$ cat config.mk
export PLATFORM = sky130hd
export DESIGN_NAME = mod_multiplier
export DESIGN_NICKNAME = d
export VERILOG_FILES = /design/src/rtl/modmul_pkg.sv /design/src/rtl/modmul_step.sv /design/src/rtl/mod_multiplier.sv
export SDC_FILE = /design/constraint.sdc
export NUM_CORES = 1
export LEC_CHECK = 0
export ABC_AREA = 1
export BUFFER_PORTS_ARGS = -buffer_cell sky130_fd_sc_hd__buf_2
export CAP_MARGIN = 20
export CORE_ASPECT_RATIO = 1.25
export CORE_MARGIN = 2
export CORE_UTILIZATION = 41
export CTS_CLUSTER_SIZE = 14
export DETAILED_ROUTE_END_ITERATION = 7
export RECOVER_POWER = 25
export SLEW_MARGIN = 15
export SYNTH_ARGS = -nofsm -noshare
export SYNTH_HDL_FRONTEND = slang
export SYNTH_SLANG_ARGS = --single-unit
$ cat constraint.sdc
create_clock -name clk -period 5.8 [get_ports clk]
set_input_delay 0.29 -clock clk [delete_from_list [all_inputs] [get_ports clk]]
set_output_delay 0.29 -clock clk [all_outputs]
set_load 0.02 [all_outputs]
$ cat src/rtl/modmul_pkg.sv
// Shared types and width helpers for the bit-serial modular multiplier.
package modmul_pkg;

   // Controller states; LOAD is kept for encoding compatibility, IDLE performs the capture itself
   typedef enum logic [2:0] {
      S_IDLE,
      S_LOAD,
      S_RED,
      S_MUL,
      S_DONE
   } state_t;

   // Accumulators carry two guard bits so 2R + addend (< 3p) never overflows
   localparam int unsigned ACC_GUARD = 2;

   function automatic int unsigned acc_width(input int unsigned n);
      return n + ACC_GUARD;
   endfunction

endpackage

$ cat src/rtl/modmul_step.sv
// One interleaved reduction step: T = 2R + addend, then subtract p up to twice.
module modmul_step
   import modmul_pkg::*;
#(
   parameter int unsigned n = 10,
   localparam int unsigned W = acc_width(n)
) (
   input  logic [W-1:0] i_r,
   input  logic [W-1:0] i_addend,
   input  logic [n-1:0] i_p,
   output logic [W-1:0] o_t
);

   logic [W-1:0] w_p;
   logic [W-1:0] w_t0;
   logic [W-1:0] w_t1;

   // Double-and-add followed by two conditional subtractions (T < 3p when R, addend < p)
   always_comb begin
      w_p  = W'(i_p);
      w_t0 = (i_r << 1) + i_addend;
      w_t1 = (w_t0 >= w_p) ? (w_t0 - w_p) : w_t0;
      o_t  = (w_t1 >= w_p) ? (w_t1 - w_p) : w_t1;
   end

endmodule

$ cat src/rtl/mod_multiplier.sv
// Sequential modular multiplier M = (A*B) mod p: reduce B first, then MSB-first Blakley over A.
module mod_multiplier
   import modmul_pkg::*;
#(
   parameter int unsigned n = 10
) (
   input  logic         clk,
   input  logic         reset,
   input  logic [n-1:0] A,
   input  logic [n-1:0] B,
   input  logic [n-1:0] p,
   output logic [n-1:0] M,
   output logic         flag
);

   localparam int unsigned W  = acc_width(n);
   localparam int unsigned CW = (n > 1) ? $clog2(n) : 1;

   state_t r_state;
   state_t w_next;

   logic [n-1:0]  r_a;
   logic [n-1:0]  r_b;
   logic [n-1:0]  r_p;
   logic [W-1:0]  r_acc;
   logic [W-1:0]  r_bred;
   logic [CW-1:0] r_cnt;
   logic [n-1:0]  r_m;
   logic          r_flag;

   logic          w_load;
   logic          w_red;
   logic          w_mul;
   logic          w_last;
   logic [W-1:0]  w_addend;
   logic [W-1:0]  w_t;

   assign w_last = (r_cnt == '0);
   assign M      = r_m;
   assign flag   = r_flag;

   modmul_step #(.n(n)) u_step (
      .i_r      (r_acc),
      .i_addend (w_addend),
      .i_p      (r_p),
      .o_t      (w_t)
   );

   // State register
   always_ff @(posedge clk) begin
      if (reset) r_state <= S_IDLE;
      else       r_state <= w_next;
   end

   // Next-state: each phase runs until the bit counter reaches zero
   always_comb begin
      w_next = r_state;
      case (r_state)
         S_IDLE:  w_next = S_RED;
         S_LOAD:  w_next = S_RED;
         S_RED:   if (w_last) w_next = S_MUL;
         S_MUL:   if (w_last) w_next = S_DONE;
         S_DONE:  w_next = S_DONE;
         default: w_next = S_IDLE;
      endcase
   end

   // Datapath controls and step addend: B bit during reduction, Bred or 0 during multiply
   always_comb begin
      w_load   = 1'b0;
      w_red    = 1'b0;
      w_mul    = 1'b0;
      w_addend = '0;
      case (r_state)
         S_IDLE: w_load = 1'b1;
         S_RED: begin
            w_red    = 1'b1;
            w_addend = W'(r_b[r_cnt]);
         end
         S_MUL: begin
            w_mul    = 1'b1;
            w_addend = r_a[r_cnt] ? r_bred : '0;
         end
         default: ;
      endcase
   end

   // Operand capture, accumulator/counter update and result latch
   always_ff @(posedge clk) begin
      if (reset) begin
         r_a    <= '0;
         r_b    <= '0;
         r_p    <= '0;
         r_acc  <= '0;
         r_bred <= '0;
         r_cnt  <= '0;
         r_m    <= '0;
         r_flag <= 1'b0;
      end else begin
         if (w_load) begin
            r_a   <= A;
            r_b   <= B;
            r_p   <= p;
            r_acc <= '0;
            r_cnt <= CW'(n - 1);
         end
         if (w_red) begin
            if (w_last) begin
               r_bred <= w_t;
               r_acc  <= '0;
               r_cnt  <= CW'(n - 1);
            end else begin
               r_acc  <= w_t;
               r_cnt  <= r_cnt - CW'(1);
            end
         end
         if (w_mul) begin
            r_acc <= w_t;
            r_cnt <= r_cnt - CW'(1);
            if (w_last) begin
               // With p = 0 the accumulator is meaningless, so the result is forced to zero
               r_m    <= (r_p == '0) ? {n{1'b0}} : w_t[n-1:0];
               r_flag <= 1'b1;
            end
         end
      end
   end

endmodule

==> results.cfg, run 1 <==
[clock_tree]
clk_path_buf_depth = 2
clk_latency_ns = 0.33
numClockSinks = 71
tritoncts = done
cts_buffers = 9
postCtsHoldBufs = 0
path_clk_slew_ns = 0.06
clockRootBuffer = clkbuf_16
ctsHtreeMaxLevel = 3

[synthesis]
synth_xor_area_share_pct = 4.218
muxShareOfSynthArea_pct = 0
yosys-top-cells-area = dfxtp_1 29%, nand2_1 12%, inv_1 8.1%
syn-instance-count = 743
syn_area_um2 = 4984
yosys_register_bits = 71
synth_fa_ha_area_share_pct = 8.988
synthArstFlopShare_pct = 0
syn-num-nets = 809
synth-edff-count = 0
synth_warnings = 0
synth-compound-area-share_pct = 13.91
syn_area_per_cell_um2 = 6.707
ys.flop_type = dfxtp_1
synth_top_area_cell = dfxtp_1
yosysSeqAreaShare_pct = 28.52
yosys.area.top_type_share_pct = 28.52
ys_types = 40
synth_top_family_by_area = simple AND/OR/NAND/NOR gates
synth_simple_gate_area_share_pct = 33.04

[sta]
clock_skew_ns = 0.006298
min_period_ns = 5.509
drv_slew = 48
setup_viol = 0
max_freq_mhz = 181.5
finalHoldViolCount = 0
slew-limit-headroom_pct = -6.854
tightest_slew_ns = 1.603
post-route-period-util_pct = 94.99

[worst_setup_path]
worst-endpoint-arrival_ns = 5.74
cp.required_ns = 6.03
rr_startpoint = r_cnt[0]$_SDFFE_PP0P_
startpoint = r_cnt[0]$_SDFFE_PP0P_
endpoint_kind = register
cp_common_cell = nand2_1
cpPeakStageDelay_ns = 0.39
critPathSlowestCell = fa_2
cp-start-kind = register
path_class = reg2reg
critPathMaxFanout = 6

[cells_and_area]
drive_gt1_share_pct = 21.91
area.growth.synth_to_final_pct = 24.30
fin_cells = 981
num_antenna_cells = 0
stdcell_area_um2 = 6195
layout_common_cells = 156 x nand2_1, 103 x inv_1, 71 x nor2_1
final_common_cell = nand2_1
final_net_count = 879
fillers = 1193

[run]
drv_cap = 1

[run_status]
status = complete, but fails checks
violations = capacitance limit, slew limit

[hold_path]
min_path_type = in2reg
hp-start = B[1]

[die]
die-area_um2 = 13060
die_x_um = 102.6
core_um2 = 11990
initial_core_util_pct = 41.55
boundaryPins = 43
dieHeight_um = 127.3
rows = 45

[drt]
drtIter0Drc = 270
first_pass_iters = 5
wl_per_cell_um = 14.71
routed_via_density = 5.051
vias = 4955
antenna_left = 0
drc_errors = 0
totalWireLength_um = 14430

[pwr]
cellLeakagePower_nw = 2.985
vdd_ir_drop_max_mv = 0.3648
p_per_area_nw_per_um2 = 717.6

[global_routing]
track_usage_pct = 22.62
antenna_found_initial = 0
grt_pass1_vias = 4854
grt_max_degree = 48
overflow = 0
grt_pass1_wl_um = 23040

[placement]
routabilityCongestion = 0.9276
place_hpwl_um = 10940
dp.cells = 947
placed_area_um2 = 5436
io_buffers = 42
[sequential cells by signal (all words and copies together) (netlist names)]
signal	flops
flag	1
r_bred	12
r_state	3
r_acc	11
r_b	10
r_cnt	4
r_a	10
M	10
r_p	10
[where the power goes]
part / total (W) / switching [W] / internal (W)
Sequential: 0.000603 / 0.0000438 / 0.000559
Clock: 0.000557 / 0.000214 / 0.000343
Combinational: 0.00329 / 0.00193 / 0.00136
Total: 0.00445 / 0.00218 / 0.00226
[worst max-delay path: cells and delay by family, from the launching register on]
family	cells	cell delay [ns]
adders and majority gates	5	1.38
AOI/OAI and AO/OA	5	0.75
and+or+nand+nor	22	1.97
buffers and inverters	8	0.75
xor gates and xnor gates	1	0.17
DFF	1	0.38
[timing repair]
item,4_1_cts,5_1_grt
endpoints found under the setup margin,32,33
pin swaps,2,20
gates cloned,0,2
buffers inserted,5,12
gates resized for setup,1,65
[kinds of logic (layout without fill, tap and decap cells)]
logic type               after synthesis  in the layout
AO/OA/AOI/OAI                        129            129
XOR/XNOR                              24             24
adder cells (fa/ha/maj)               34             34
buffers and inverters                136            209
flip-flops                            71             71
AND/OR/NAND/NOR                      349            350
[cell usage after synthesis (all sizes together), types with 3 or more instances]
library cell  count
buf               9
o21ai            48
xor2             14
clkbuf           16
nand3            64
a21oi            67
inv             111
fa                3
dfxtp            71
nor4              3
nor2             76
nor3              5
ha               31
nand2           186
xnor2            10
o22ai             3
nand4            12
[metal layers]
metal	up-vias	GRT usage (%)	routed length, µm
li1	2533	-	-
met5	-	0	0
met1	2258	25.83	5807
met4	0	10.82	599
met3	45	2.571	389
met2	119	41.02	7634
[per-stage QoR]
stage	TNS, ns	setup WS [ns]	utilization [%]	hold WS (ns)	total power, W
floorplan	0	0.3257	-	0.4249	0.002591
global placement	-0.007380	-0.007380	45.27	0.4472	0.003262
detailed placement	-2.712	-0.1567	45.33	0.4552	0.003277
CTS	0	0.008682	48.25	0.1740	0.003976
global route	-0.3938	-0.06238	51.65	0.1877	0.004743
finish	0	0.2906	51.65	0.1790	0.004445
[worst paths after layout]
path	to	slack, ns	cells past startpoint
worst max-delay path	r_bred[3]$_SDFFE_PP0P_	0.29	41
worst min-delay path	r_b[1]$_SDFFE_PP0P_	0.18	3
worst max register to register	r_bred[3]$_SDFFE_PP0P_	0.29	41
worst min register to register	M[1]$_SDFFE_PP0P_	0.46	2
[area by class of cell]
class,instances,area [µm²],area share (%)
multi-input cells,537,3313,53.48
flip-flops and latches,71,1429,23.07
repair buffers,83,526.8,8.503
inverters,111,424.2,6.847
clock buffers,10,239.0,3.858
well taps,164,205.2,3.312
clock inverters,5,57.56,0.9291
Note: power is estimated with default switching activity, not from simulation.
==> run 2: changes to the inputs <==
--- a/config.mk
+++ b/config.mk
@@ -5,7 +5,7 @@
 export SDC_FILE = /design/constraint.sdc
 export NUM_CORES = 1
 export LEC_CHECK = 0
-export ABC_AREA = 1
+export ABC_AREA = 0
 export BUFFER_PORTS_ARGS = -buffer_cell sky130_fd_sc_hd__buf_2
 export CAP_MARGIN = 20
 export CORE_ASPECT_RATIO = 1.25
==> run 2 against run 1 <==
Net effect:
- the flow finishes with violations (setup timing)
- register-to-register slack worse by 1.4 ns
- die area decreased by 7.0%
- utilization up 8.4 points
- sequential share of layout area is 1.5 points lower
- non-clock buffer count increased by 104
- area after synthesis down 7.3%
- critical path type unchanged
==> results.cfg, run 2 <==
[clock_tree]
clk_path_buf_depth = 2
postCtsHoldBufs = 0
numClockSinks = 71
clk_latency_ns = 0.34
ctsHtreeMaxLevel = 3
cts_buffers = 9
clockRootBuffer = clkbuf_16
path_clk_slew_ns = 0.06
tritoncts = done

[placement]
io_buffers = 42
place_ws_ns = -1.259
placed_area_um2 = 5791
place_hpwl_um = 10210
routabilityCongestion = 0.8983

[global_routing]
grt_pass1_wl_um = 22720
track_usage_pct = 23.78
grt_max_degree = 56
overflow = 0
grt_pass1_vias = 4830
antenna_found_initial = 0

[synthesis]
syn_area_per_cell_um2 = 8.268
synthArstFlopShare_pct = 0
ys_types = 65
ys.flop_type = dfxtp_1
synth_top_area_cell = dfxtp_1
synth_warnings = 0
syn-num-nets = 625
yosysSeqAreaShare_pct = 30.75
syn_area_um2 = 4622
synth-edff-count = 0
yosys.area.top_type_share_pct = 30.75
syn-instance-count = 559
netlist_top_cells_count = 100 x nand2_1, 71 x dfxtp_1, 54 x a21oi_1
synth.most_common_cell = nand2_1
yosys-top-cells-area = dfxtp_1 31%, ha_1 8.4%, nand2_1 8.1%
yosys_register_bits = 71

[cells_and_area]
area.growth.synth_to_final_pct = 43.34
top_register = r_bred
top_regs = r_bred x12, r_acc x11
layout_common_cells = 139 x buf_4, 96 x nand2_1, 69 x dfxtp_1
largest_reg_flops = 12
stdcell_area_um2 = 6625
final_common_cell = buf_4
final_net_count = 800
drive_gt1_share_pct = 38.21
utilization_pct = 60.07
num_antenna_cells = 0

[worst_setup_path]
cp.required_ns = 6.00
path_class = reg2reg
worst-endpoint-arrival_ns = 7.07
critPathSlowestCell = mux4_2
cp-start-kind = register
critPathMaxFanout = 5
cp.buffers_inverters = 2
cpPeakStageDelay_ns = 0.53
endpoint_kind = register
crit_family = simple AND/OR/NAND/NOR gates

[drt]
routed_via_density = 5.307
route.met2.wl_um = 7423
wl_per_cell_um = 15.81
wl_met3_um = 349
drtIter0Drc = 164
vias = 4633
drc_errors = 0
top_layer = met4
wl_met1_um = 5400
totalWireLength_um = 13800
antenna_left = 0
first_pass_iters = 4

[sta]
slew-limit-headroom_pct = 35.69
max_freq_mhz = 145.4
grt_setup_unrepaired = true
setup_viol = 33
drv_slew = 0
tightest_slew_ns = 0.9623
finalHoldViolCount = 0
worst_slack_ns = -1.077
clock_skew_ns = 0.006817
min_period_ns = 6.877
whs_ns = 0.1873
post-route-period-util_pct = 118.6

[die]
rows = 43
core_um2 = 11030
boundaryPins = 43
initial_core_util_pct = 41.91
die_x_um = 98.97
die-area_um2 = 12140
dieHeight_um = 122.7

[run_status]
violations = setup timing
status = complete, but fails checks

[run]
drv_cap = 0

[hold_path]
min_path_type = in2reg
## run 2: changes by cell type in the layout (fill, tap and decap cells not counted), moves of 10 or more
cell | before | now
a21oi_1 | 59 | 49
buf_4 | 34 | 139
inv_1 | 103 | 24
nand2_1 | 156 | 96
nand2_2 | 19 | 3
nand2_4 | 12 | 1
nand3_1 | 52 | 4
nor2_1 | 71 | 35
o21ai_0 | 42 | 13
o21ai_1 | 4 | 17
## run 2: path summary, 6_finish.rpt
| check | from | depth (start not counted) | endpoint | slack (ns) |
|---|---|---|---|---|
| worst max-delay path | r_cnt[1]$_SDFFE_PP0P_ | 34 | r_bred[6]$_SDFFE_PP0P_ | -1.08 |
| worst min-delay path | A[7] | 3 | r_a[7]$_SDFFE_PP0P_ | 0.19 |
| worst max register to register | r_cnt[1]$_SDFFE_PP0P_ | 34 | r_bred[6]$_SDFFE_PP0P_ | -1.08 |
| worst min register to register | M[8]$_SDFFE_PP0P_ | 2 | M[8]$_SDFFE_PP0P_ | 0.45 |
## run 2: logic make-up (layout without fill, tap and decap cells)
kind of cell | after synthesis | after routing | synth area share, %
adder cells (fa/ha/maj) | 34 | 34 | 9.691
buffers and inverters | 50 | 228 | 5.198
flip-flops | 71 | 71 | 30.75
AO/OA/AOI/OAI | 152 | 152 | 20.22
multiplexers | 29 | 29 | 9.800
XOR/XNOR | 23 | 23 | 4.359
AND/OR/NAND/NOR | 200 | 201 | 19.98
## run 2: repair_timing
action	CTS	global route
pin swaps	41	29
gates cloned	1	0
resized for setup	50	18
buffers inserted	24	12
endpoints found under the setup margin	33	33
## run 2: through the flow
stage / setup TNS, ns / cells
2_1_floorplan: -33.97 / 559
3_3_place_gp: -32.83 / 822
3_5_place_dp: -38.14 / 822
4_1_cts: -29.57 / 862
5_1_grt: -44.60 / 873
6_report: -32.43 / 873
## run 2: layout make-up
class,count,area (µm²)
sequential,71,1426
fill,1022,4404
timing repair buffer,187,1308
inverter,26,100.1
tap,135,168.9
clock buffer,9,225.2
multi-input combinational,439,3358
clock inverter,6,38.79
## run 2: routing by layer
metal	vias to the layer above	global-route usage (%)
li1	2327	-
met1	2175	25.32
met2	90	44.81
met3	41	3.360
met4	0	12.93
met5	-	0
## run 2: worst reg2reg max path, delay by kind of cell (launching register included)
| family | cells | cell delay [ns] |
|---|---|---|
| simple gates | 12 | 1.83 |
| compound gates | 10 | 1.62 |
| mux | 4 | 1.35 |
| fa+ha+maj | 5 | 1.25 |
| flops | 1 | 0.37 |
| xor+xnor | 1 | 0.20 |
| buf+inv | 2 | 0.14 |
Power of run 2 is not shown: default switching activity piles up to over one toggle a cycle in this logic, so the estimate is an artifact.
==> run 3: changes to the inputs <==
--- a/config.mk
+++ b/config.mk
@@ -8,11 +8,11 @@
 export ABC_AREA = 0
 export BUFFER_PORTS_ARGS = -buffer_cell sky130_fd_sc_hd__buf_2
 export CAP_MARGIN = 20
-export CORE_ASPECT_RATIO = 1.25
 export CORE_MARGIN = 2
 export CORE_UTILIZATION = 41
 export CTS_CLUSTER_SIZE = 14
 export DETAILED_ROUTE_END_ITERATION = 7
+export MAX_ROUTING_LAYER = met4
 export RECOVER_POWER = 25
 export SLEW_MARGIN = 15
 export SYNTH_ARGS = -nofsm -noshare
==> run 3 against run 2 <==
Net effect:
- the flow still finishes with violations (setup timing)
- final area shrank 0.81%
- highest routed layer unchanged
- routed wire length up 1.5%
- utilization hardly changed
- register-to-register slack worse by 0.05 ns
- via count about the same
- sequential share of layout area grew 0.16 points
- worst hold slack better by 0.0028 ns
- critical path depth is 3 lower
- flip-flop and latch count stayed put
==> results.cfg, run 3 (synthesis gave the netlist of run 2 again) <==
[drt]
antenna_left = 0
first_pass_iters = 4
routed_via_density = 5.382
wl_met1_um = 6557
wl_per_cell_um = 16.27
top_layer = met4
drc_errors = 0
vias = 4634
drtIter0Drc = 203
wl_met3_um = 572
route.met2.wl_um = 6624
totalWireLength_um = 14010

[clock_tree]
clk_path_buf_depth = 2
numClockSinks = 71
path_clk_slew_ns = 0.06
clk_latency_ns = 0.34
tritoncts = done
cts_buffers = 9
ctsHtreeMaxLevel = 3
clockRootBuffer = clkbuf_16

[die]
core_um2 = 10940
boundaryPins = 43
die-area_um2 = 12140
rows = 38
initial_core_util_pct = 42.27
dieHeight_um = 110.2
die_x_um = 110.2

[sta]
clock_skew_ns = 0.006984
post-route-period-util_pct = 119.5
worst_slack_ns = -1.129
finalHoldViolCount = 0
slew-limit-headroom_pct = 20.25
min_period_ns = 6.929
max_freq_mhz = 144.3
setup_viol = 33
tightest_slew_ns = 1.191
drv_slew = 0
grt_setup_unrepaired = true

[cells_and_area]
num_antenna_cells = 0
area.growth.synth_to_final_pct = 42.18
final_net_count = 782
drive_gt1_share_pct = 36.06
layout_common_cells = 119 x buf_4, 97 x nand2_1, 70 x dfxtp_1
largest_reg_flops = 12
top_register = r_bred
utilization_pct = 60.09
top_regs = r_bred x12, r_acc x11
final_common_cell = buf_4
fillers = 978

[worst_setup_path]
worst-endpoint-arrival_ns = 7.18
path_class = reg2reg
startpoint = r_cnt[1]$_SDFFE_PP0P_
cpPeakStageDelay_ns = 0.57
critPathMaxFanout = 5
r2r-end = r_bred[2]$_SDFFE_PP0P_
cp.required_ns = 6.05
reg2reg_depth = 31
critPathSlowestCell = or4_4
cp-start-kind = register
rr_startpoint = r_cnt[1]$_SDFFE_PP0P_
cp_common_cell = a21o_1
endpoint_kind = register
setup.worst_path.end = r_bred[2]$_SDFFE_PP0P_
rrSetupSlack_ns = -1.13

[global_routing]
overflow = 0
grt_max_degree = 56
grt_pass1_vias = 4438
antenna_found_initial = 0
grt_pass1_wl_um = 21940
track_usage_pct = 24.27

[placement]
routabilityCongestion = 0.9452
place_ws_ns = -1.237
place_hpwl_um = 10610
io_buffers = 42

[run]
drv_cap = 0

[hold_path]
hold_depth = 3
min_path_type = in2reg

[run_status]
violations = setup timing
status = complete, but fails checks
-- run 3: cell types whose count changed in the layout (fill, tap and decap cells not counted), moves of 2 or more --
cell,previous run,this run
buf_6,4,7
o21ai_0,13,15
ha_4,11,8
mux2i_2,4,0
nor2_1,35,37
inv_2,1,3
o21ai_2,5,2
clkbuf_8,0,2
buf_4,139,119
nor2_2,3,0
mux2i_4,7,12
ha_1,20,23
-- run 3: worst max-delay path: cells and delay by family, from the launching register on --
family                     cells  cell delay, ns
and+or+nand+nor               10            2.05
AOI/OAI and AO/OA             10            1.87
muxes                          4            1.25
adders and majority gates      4            0.90
DFF                            1            0.37
buffers and inverters          2            0.22
xor gates and xnor gates       1            0.18
-- run 3: area by class of cell --
| class | count | area, µm² | area share, % |
|---|---|---|---|
| Multi-Input combinational cell | 439 | 3376 | 51.37 |
| Inverter | 26 | 97.59 | 1.485 |
| Timing Repair Buffer | 169 | 1189 | 18.09 |
| Clock inverter | 5 | 56.30 | 0.8568 |
| Tap cell | 140 | 175.2 | 2.666 |
| Clock buffer | 11 | 252.7 | 3.846 |
| Sequential cell | 71 | 1425 | 21.69 |
-- run 3: worst min path at each step --
stage	from	to
floorplan	A[0]	r_a[0]$_SDFFE_PP0P_
global placement	M[4]$_SDFFE_PP0P_	M[4]$_SDFFE_PP0P_
detailed placement	flag$_SDFFE_PP0P_	flag$_SDFFE_PP0P_
CTS	p[6]	r_p[6]$_SDFFE_PP0P_
global route	A[2]	r_a[2]$_SDFFE_PP0P_
finish	B[4]	r_b[4]$_SDFFE_PP0P_
-- run 3: through the flow --
stage | TNS, ns | instances | hold WS [ns] | instance area [µm²]
floorplan | -33.97 | 559 | 0.4260 | 4720
global placement | -30.68 | 822 | 0.4318 | 5759
detailed placement | -37.32 | 822 | 0.4428 | 5759
CTS | -29.66 | 852 | 0.1815 | 6354
global route | -46.36 | 861 | 0.1890 | 6571
finish | -35.28 | 861 | 0.1901 | 6571
-- run 3: what timing repair did --
action / CTS / global route
hold buffers: 0 / 0
gates cloned: 1 / 0
pin swaps: 44 / 37
buffers inserted: 16 / 9
setup endpoints to repair: 33 / 33
resized for setup: 36 / 30
-- run 3: layer usage --
| metal | track usage (%) | vias up |
|---|---|---|
| met5 | - | - |
| met4 | 7.411 | 0 |
| met3 | 4.644 | 24 |
| met2 | 38.43 | 103 |
| met1 | 31.49 | 2223 |
| li1 | - | 2284 |
Power of run 3 is left out for the same reason.
